==> src/rtl/riscv_pkg.sv <==
// Shared core definitions: datapath width, canonical NOP, reset vector
// and the fetch-to-decode bundle.
package riscv_pkg;

  localparam int XLEN = 32;
  localparam logic [XLEN-1:0] NOP_INST = 32'h0000_0013;
  localparam logic [XLEN-1:0] DEFAULT_RESET_PC = 32'h0000_0000;

  typedef struct packed {
    logic [XLEN-1:0] inst;
    logic [XLEN-1:0] pc;
  } fetch_pkt_t;

  // Presented to decode whenever nothing valid is buffered.
  localparam fetch_pkt_t NOP_PKT = '{inst: NOP_INST, pc: '0};

endpackage

==> src/rtl/fetch_fifo.sv <==
// Small synchronous FIFO holding fetched {inst, pc} packets; flush wins over
// push/pop and the head reads as a NOP packet while empty.
module fetch_fifo
  import riscv_pkg::*;
#(
  parameter int DEPTH = 2,
  localparam int AW = $clog2(DEPTH),
  localparam int CW = AW + 1
) (
  input  logic          clk,
  input  logic          rst,
  input  logic          push,
  input  fetch_pkt_t    push_data,
  input  logic          pop,
  input  logic          flush,
  output fetch_pkt_t    head,
  output logic [CW-1:0] count
);

  fetch_pkt_t    mem [DEPTH];
  logic [AW-1:0] rd_ptr;
  logic [AW-1:0] wr_ptr;
  logic          do_push;
  logic          do_pop;

  assign do_push = push & ~flush;
  assign do_pop  = pop & (count != '0) & ~flush;

  // NOTE: the storage array is deliberately not reset; validity is tracked by
  // count/pointers alone, so the entries can map onto plain registers or RAM.
  // NOTE: sequential state always uses non-blocking assignment so every
  // register samples pre-edge values regardless of process ordering.
  always_ff @(posedge clk) begin
    if (do_push) mem[wr_ptr] <= push_data;
  end

  always_ff @(posedge clk or posedge rst) begin
    if (rst) begin
      rd_ptr <= '0;
      wr_ptr <= '0;
      count  <= '0;
    end else if (flush) begin
      rd_ptr <= '0;
      wr_ptr <= '0;
      count  <= '0;
    end else begin
      if (do_push) wr_ptr <= wr_ptr + AW'(1);
      if (do_pop)  rd_ptr <= rd_ptr + AW'(1);
      count <= count + CW'(do_push) - CW'(do_pop);
    end
  end

  assign head = (count != '0) ? mem[rd_ptr] : NOP_PKT;

endmodule

==> src/rtl/fetch_unit.sv <==
// Instruction fetch stage: owns the PC, issues in-order word requests under a
// credit limit, buffers responses and hands {inst, pc} to decode.
module fetch_unit
  import riscv_pkg::*;
#(
  parameter logic [XLEN-1:0] RESET_PC = DEFAULT_RESET_PC,
  parameter int              DEPTH    = 2
) (
  input  logic            clk,
  input  logic            rst,
  output logic            imem_req,
  output logic [XLEN-1:0] imem_addr,
  input  logic            imem_gnt,
  input  logic            imem_rvalid,
  input  logic [XLEN-1:0] imem_rdata,
  input  logic            redirect_valid,
  input  logic [XLEN-1:0] redirect_pc,
  output logic            inst_valid,
  input  logic            inst_ready,
  output logic [XLEN-1:0] inst_out,
  output logic [XLEN-1:0] inst_pc
);

  localparam int            CW      = $clog2(DEPTH) + 1;
  localparam logic [CW:0]   CREDITS = (CW + 1)'(DEPTH);

  logic [XLEN-1:0] pc;
  logic [XLEN-1:0] resp_pc;
  logic [XLEN-1:0] redirect_aligned;
  logic [CW-1:0]   outstanding;
  logic [CW-1:0]   discard;
  logic [CW-1:0]   count;
  logic [CW-1:0]   outstanding_after_rsp;
  logic [CW:0]     in_use;
  logic            fire;
  logic            rsp_counted;
  logic            push;
  logic            pop;
  fetch_pkt_t      push_data;
  fetch_pkt_t      head;

  assign redirect_aligned = redirect_pc & ~32'h3;

  // Buffered words still hold a credit, so the queue can never overflow.
  assign in_use    = {1'b0, outstanding} + {1'b0, count};
  assign imem_req  = ~rst & ~redirect_valid & (in_use < CREDITS);
  assign imem_addr = pc;
  assign fire      = imem_req & imem_gnt;

  // A response with nothing outstanding (stray after reset) is not counted.
  assign rsp_counted           = imem_rvalid & (outstanding != '0);
  assign outstanding_after_rsp = outstanding - CW'(rsp_counted);

  assign push      = imem_rvalid & ~redirect_valid & (discard == '0);
  assign pop       = inst_valid & inst_ready;
  assign push_data = '{inst: imem_rdata, pc: resp_pc};

  always_ff @(posedge clk or posedge rst) begin
    if (rst) begin
      pc          <= RESET_PC;
      resp_pc     <= RESET_PC;
      outstanding <= '0;
      discard     <= '0;
    end else if (redirect_valid) begin
      // Everything still in flight belongs to the old path and must be dropped.
      pc          <= redirect_aligned;
      resp_pc     <= redirect_aligned;
      outstanding <= outstanding_after_rsp;
      discard     <= outstanding_after_rsp;
    end else begin
      if (fire) pc <= pc + 32'd4;
      if (push) resp_pc <= resp_pc + 32'd4;
      outstanding <= outstanding_after_rsp + CW'(fire);
      if (imem_rvalid && (discard != '0)) discard <= discard - CW'(1);
    end
  end

  fetch_fifo #(.DEPTH(DEPTH)) u_fifo (
    .clk       (clk),
    .rst       (rst),
    .push      (push),
    .push_data (push_data),
    .pop       (pop),
    .flush     (redirect_valid),
    .head      (head),
    .count     (count)
  );

  assign inst_valid = (count != '0);
  assign inst_out   = head.inst;
  assign inst_pc    = head.pc;

endmodule

==> config.mk <==
export PLATFORM = sky130hd
export DESIGN_NAME = fetch_unit
export DESIGN_NICKNAME = d
export VERILOG_FILES = /design/src/rtl/riscv_pkg.sv /design/src/rtl/fetch_fifo.sv /design/src/rtl/fetch_unit.sv
export SDC_FILE = /design/constraint.sdc
export NUM_CORES = 1
export LEC_CHECK = 0
export CAP_MARGIN = 40
export CORE_UTILIZATION = 56
export DETAILED_ROUTE_END_ITERATION = 8
export GPL_TIMING_DRIVEN = 0
export HOLD_SLACK_MARGIN = 0.03
export PLACE_DENSITY_LB_ADDON = 0.05
export SYNTH_ARGS = -nofsm -noshare
export SYNTH_HDL_FRONTEND = slang
export SYNTH_HIERARCHICAL = 1
export SYNTH_SLANG_ARGS = --single-unit
==> constraint.sdc <==
create_clock -name clk -period 9.62 [get_ports clk]
set_input_delay 1.443 -clock clk [delete_from_list [all_inputs] [get_ports clk]]
set_output_delay 1.443 -clock clk [all_outputs]
set_load 0.05 [all_outputs]
## Yosys cells after proc, flatten, opt, wreduce, memory -nomap -nowiden

Memories as Yosys holds them, arrays and structs flattened.
Cells that the tools add are included.

- Add/subtract/negate cells: 10
- $lt $le $gt $ge: 1
- Muxes and demuxes: 15
- Bitwise operators: 12
- Reduce and logical (&&, ||, !) cells: 10

Operators with widths:

| cell | count |
|---|---|
| 2-to-1 mux 32 bit | 4 |
| adder 32 x 3 -> 32 bit, second input constant | 2 |
| 2-to-1 mux 64 bit | 1 |
| nonzero test 2 bit | 8 |
| AND 1 bit | 10 |
| 2-to-1 mux 2 bit | 4 |
| 2-to-1 mux 1 bit | 6 |
| adder 2 x 1 -> 2 bit | 2 |
| subtractor 2 x 1 -> 2 bit | 2 |
| adder 2 x 2 -> 3 bit | 1 |
| < comparator 3 x 2 -> 1 bit, second input constant | 1 |
| adder 1 bit, second input constant | 2 |
| zero test 2 bit | 1 |
| NOT 1 bit | 2 |
| subtractor 2 x 1 -> 2 bit, second input constant | 1 |
| logical AND 1 bit | 1 |

- Register bits: 72
- Memory bits (writable): 128
- Bits of input ports: 70
- Output and inout bits: 98
- Logic and storage cells: 56
- Memories: 1

Memory list:

| name | depth | width | read ports | clocked after memory_dff | write ports | line | RTL |
|---|---|---|---|---|---|---|---|
| u_fifo.mem | 2 | 64 | 1 | 0 | 1 | fetch_fifo.sv:20 | `fetch_pkt_t mem [DEPTH];` |

## Depth between registers and ports, before layout

- Depth after elaboration: 7
- Gate-level depth with buffers: 10
- Depth with buffers taken out: 10

## Modules after synthesis

The synthesis kept the hierarchy.

Modules (own cells, without submodules):

| module | times used | cells an instance | area each (um^2) | seq. area each (um^2) |
|---|---|---|---|---|
| fetch_fifo | 1 | 292 | 5,061.1 | 3,943.8 |
| fetch_unit | 1 | 417 | 3,717.3 | 1,601.5 |

## Least setup slack after synthesis

Ideal clock, no wire load.

- Path type: input-to-reg
- From: in redirect_valid
- To: mem u_fifo/mem[0][0] (netlist bit), enable pin
- Setup time: 0.486 ns
- Data arrival time: 4.773 ns
- Required time: 9.134 ns
- Path slack: 4.361 ns
- Stages: 5
- Buffers on the path: 2
- Path through: clkbuf_1 > clkbuf_1 > nor2_1 > nand2b_1 > nor2_1

- Longest elaborated chain between the ends: 6

Ends and longest elaborated chain:

| element | line | RTL |
|---|---|---|
| from (decl) | fetch_unit.sv:16 | `input logic redirect_valid,` |
| NOT 1 bit | fetch_unit.sv:54 | `assign push = imem_rvalid & ~redirect_valid & (discard == '0);` |
| AND 1 bit (2 in a row) | fetch_unit.sv:54 |  |
| named net push | fetch_unit.sv:37 | `logic push;` |
| AND 1 bit | fetch_fifo.sv:26 | `assign do_push = push & ~flush;` |
| 2-to-1 mux 1 bit | fetch_fifo.sv:34 | `if (do_push) mem[wr_ptr] <= push_data;` |
| 2-to-1 mux 1 bit (not written as such) | fetch_fifo.sv:34 |  |
| to (decl) | fetch_fifo.sv:20 |  |

The timed path passes the listed nets, and every way through them passes these cells.

## Worst setup path after layout

- From: in redirect_valid
- To: out imem_req

- Longest elaborated chain between the ends: 3

Ends and longest elaborated chain:

| element | line | RTL |
|---|---|---|
| NOT 1 bit | fetch_unit.sv:46 | `assign imem_req = ~rst & ~redirect_valid & (in_use < CREDITS);` |
| AND 1 bit (2 in a row) | fetch_unit.sv:46 |  |
| to (decl) | fetch_unit.sv:11 | `output logic imem_req,` |

No other way between the ends.

==> flow_metrics.tcl <==
set metrics [dict create \
    status "complete, no violations" \
    antenna_found_initial 0 \
    core_area_um2 15260 \
    fillers 1025 \
    placedCellCount 1094 \
    rows 45 \
    final_nets 980 \
    grt.total_usage_pct 26.11 \
    synth.avg_cell_area_um2 12.38 \
    start_util_pct 57.53 \
    synth_edf_count 128 \
    cts.repair.resized 0 \
    worst_pin_slew_ns 0.6980 \
    synth_area_um2 8778 \
    wire_per_inst_um 18.10 \
    drtAntennaViolNets 0 \
    area_delta_synth_final_pct 29.58 \
    ios 168 \
    clockRootBuffer "clkbuf_16" \
    route.vias.total 6338 \
    max_freq_ghz 0.1912 \
    skew_ns 0.01537 \
    drt_iter0_drc 554 \
    hold_viol_final 0 \
    ys_async_sr_fraction_pct 34.69 \
    final_common_cell "clkdlybuf4s50_1" \
    p_leak_nw 3.951 \
    critical_path.endpoint_type "primary output" \
    vdd_drop_max_uv 133.2 \
    tritoncts "built" \
    drive_above_1_share_pct 8.634 \
    num_antenna_cells 0 \
    pwr_density_cell_nw_per_um2 178.7 \
    cts_sinks 196 \
    hp-class "flop to flop" \
    die-area_um2 16180 \
    grt_overflow 0 \
    hp-start "resp_pc[31]$_DFFE_PP0N_" \
    ys_seq_elements 196 \
    fin_util_pct 74.55 \
    min_period_ns 5.229 \
    synthCells 709 \
    setup_violations 0 \
    finalNonFillerCells 1126 \
    cts_hold_buf 0 \
    grt_pass1_vias 6279 \
    htree_levels 4 \
    seq_area_frac_synth_pct 63.17 \
    critPathMaxFanout 13 \
    rsz0062_at_grt "false" \
    port_buffers 163 \
    clk_pin_slew_ns 0.07 \
    dp_slack_ns 4.380 \
    fin_setup_tns_ns 0 \
    cap_viol_max_count 0 \
    rr_startpoint "u_fifo/count[0]$_DFF_PP0_" \
    ys_types 56 \
    relSlewSlack_pct 53.30 \
    min_period_over_period_pct 54.35 \
    r2r_slack_ns 6.73 \
    ff2ff_path_depth 9 \
    final_cell_mix "clkdlybuf4s50_1 (163), edfxtp_1 (128), nor2_1 (81), dfrtp_1 (68), mux2i_1 (65)" \
    critical_path_class "input port to primary output" \
    startpoint_type "input port" \
    place.gp.congestion 0.9656 \
    grt_pass1_wl_mm 32.15 \
    worstReg2RegEnd "imem_addr[17]$_DFFE_PP0P_" \
    cts_buffer_depth 2 \
    cts_setup_buffers 0 \
    die_y_um 127.2 \
    insertion_delay_ns 0.44 \
    holdPathStages 0 \
    required_ns 8.18 \
    finalWorstSetupSlack_ns 4.391 \
    place_hpwl_mm 14.81 \
    grt_max_degree 28 \
    hold_end "u_fifo/mem[1][31]$_DFFE_PP_" \
    critPathArrivalTime_ns 3.79 \
    via_per_inst 5.629 \
    total_power_w 0.002033 \
    die_w_um 127.2 \
    drt_wl_total_mm 20.39 \
    yosysWarnings 6 \
    ys.flop_type "edfxtp_1" \
    firstDrtPassIters 5 \
    cts_buffers 17 \
    final_max_slew_viol_count 0 \
    drc_errors 0 \
]
## cell type report
class	instances	area [um^2]	share of cell area, %
clock buffers	17	425.4	3.740
multi-input cells	466	3005	26.42
inverters	16	60.06	0.5280
well taps	211	264.0	2.321
flip-flops and latches	196	5545	48.75
clock inverters	15	121.4	1.067
repair buffers	169	1752	15.40
plain buffers	36	201.4	1.771
## kinds of logic (layout without fill, tap and decap cells)
| group | after synthesis | after routing | share of synthesized area [%] |
|---|---|---|---|
| AO/OA/AOI/OAI | 99 | 99 | 7.084 |
| other | 1 | 6 | 0.04272 |
| XOR/XNOR | 32 | 32 | 3.349 |
| flip-flops | 196 | 196 | 63.17 |
| AND/OR/NAND/NOR | 254 | 254 | 14.48 |
| buffers and inverters | 52 | 253 | 2.979 |
| adder cells (fa/ha/maj) | 8 | 8 | 1.226 |
| multiplexers | 67 | 67 | 7.668 |
## per-stage QoR
stage | hold WS, ns | area, um^2
floorplan | 0.4562 | 8797
global placement | 0.5004 | 10690
detailed placement | 0.5255 | 10830
CTS | 0.5356 | 11370
global route | 0.5645 | 11370
finish | 0.5447 | 11370
## worst max-delay path: stages
cell             delay [ns]
clkdlybuf4s50_1        0.75
nor4_4                 0.67
clkdlybuf4s50_1        0.91
## synthesized netlist by cell type, drive strengths merged, types with 13 or more instances
master  instances  share of area (%)
xnor2          13                1.3
nand3          33                2.1
buf            20                1.6
edfxtp        128                 44
mux2i          65                7.4
xor2           18                1.8
o21ai          45                2.6
nand4          26                1.9
nor2           84                3.6
inv            16               0.68
nand2          57                2.4
o211ai         15                1.3
clkbuf         16               0.68
dfrtp          68                 19
## registers in the layout, summed over array words and instances, names as in the netlist
register	flops
imem_addr	30
outstanding	2
resp_pc	30
u_fifo/rd_ptr	1
discard	2
u_fifo/wr_ptr	1
u_fifo/count	2
u_fifo/mem	128
## layer usage
layer	up-vias	global-route usage, %	share of wire, %
li1	2994	-	-
met3	24	4.439	6.3
met4	0	10.29	1.2
met1	3022	34.74	44
met2	298	43.21	48
met5	-	0	0
## worst max path at each step
stage | startpoint | endpoint | slack [ns] | cells past startpoint
floorplan | redirect_valid | u_fifo/mem[0][0]$_DFFE_PP_ | 4.36 | 5
finish | redirect_valid | imem_req | 4.39 | 3
global route | redirect_valid | imem_req | 4.34 | 3
CTS | redirect_valid | imem_req | 4.37 | 3
global placement | redirect_valid | u_fifo/mem[0][39]$_DFFE_PP_ | 1.71 | 6
detailed placement | redirect_valid | imem_req | 4.38 | 3
## power breakdown
part / switching (W) / total [W] / internal [W] / leakage, nW
logic: 0.000222 / 0.000359 / 0.000136 / 1.71
clock network: 0.000322 / 0.000659 / 0.000337 / 0.255
registers: 0.0000593 / 0.00101 / 0.000955 / 1.98
total: 0.000604 / 0.00203 / 0.00143 / 3.95
(Power assumes the default switching activity.)
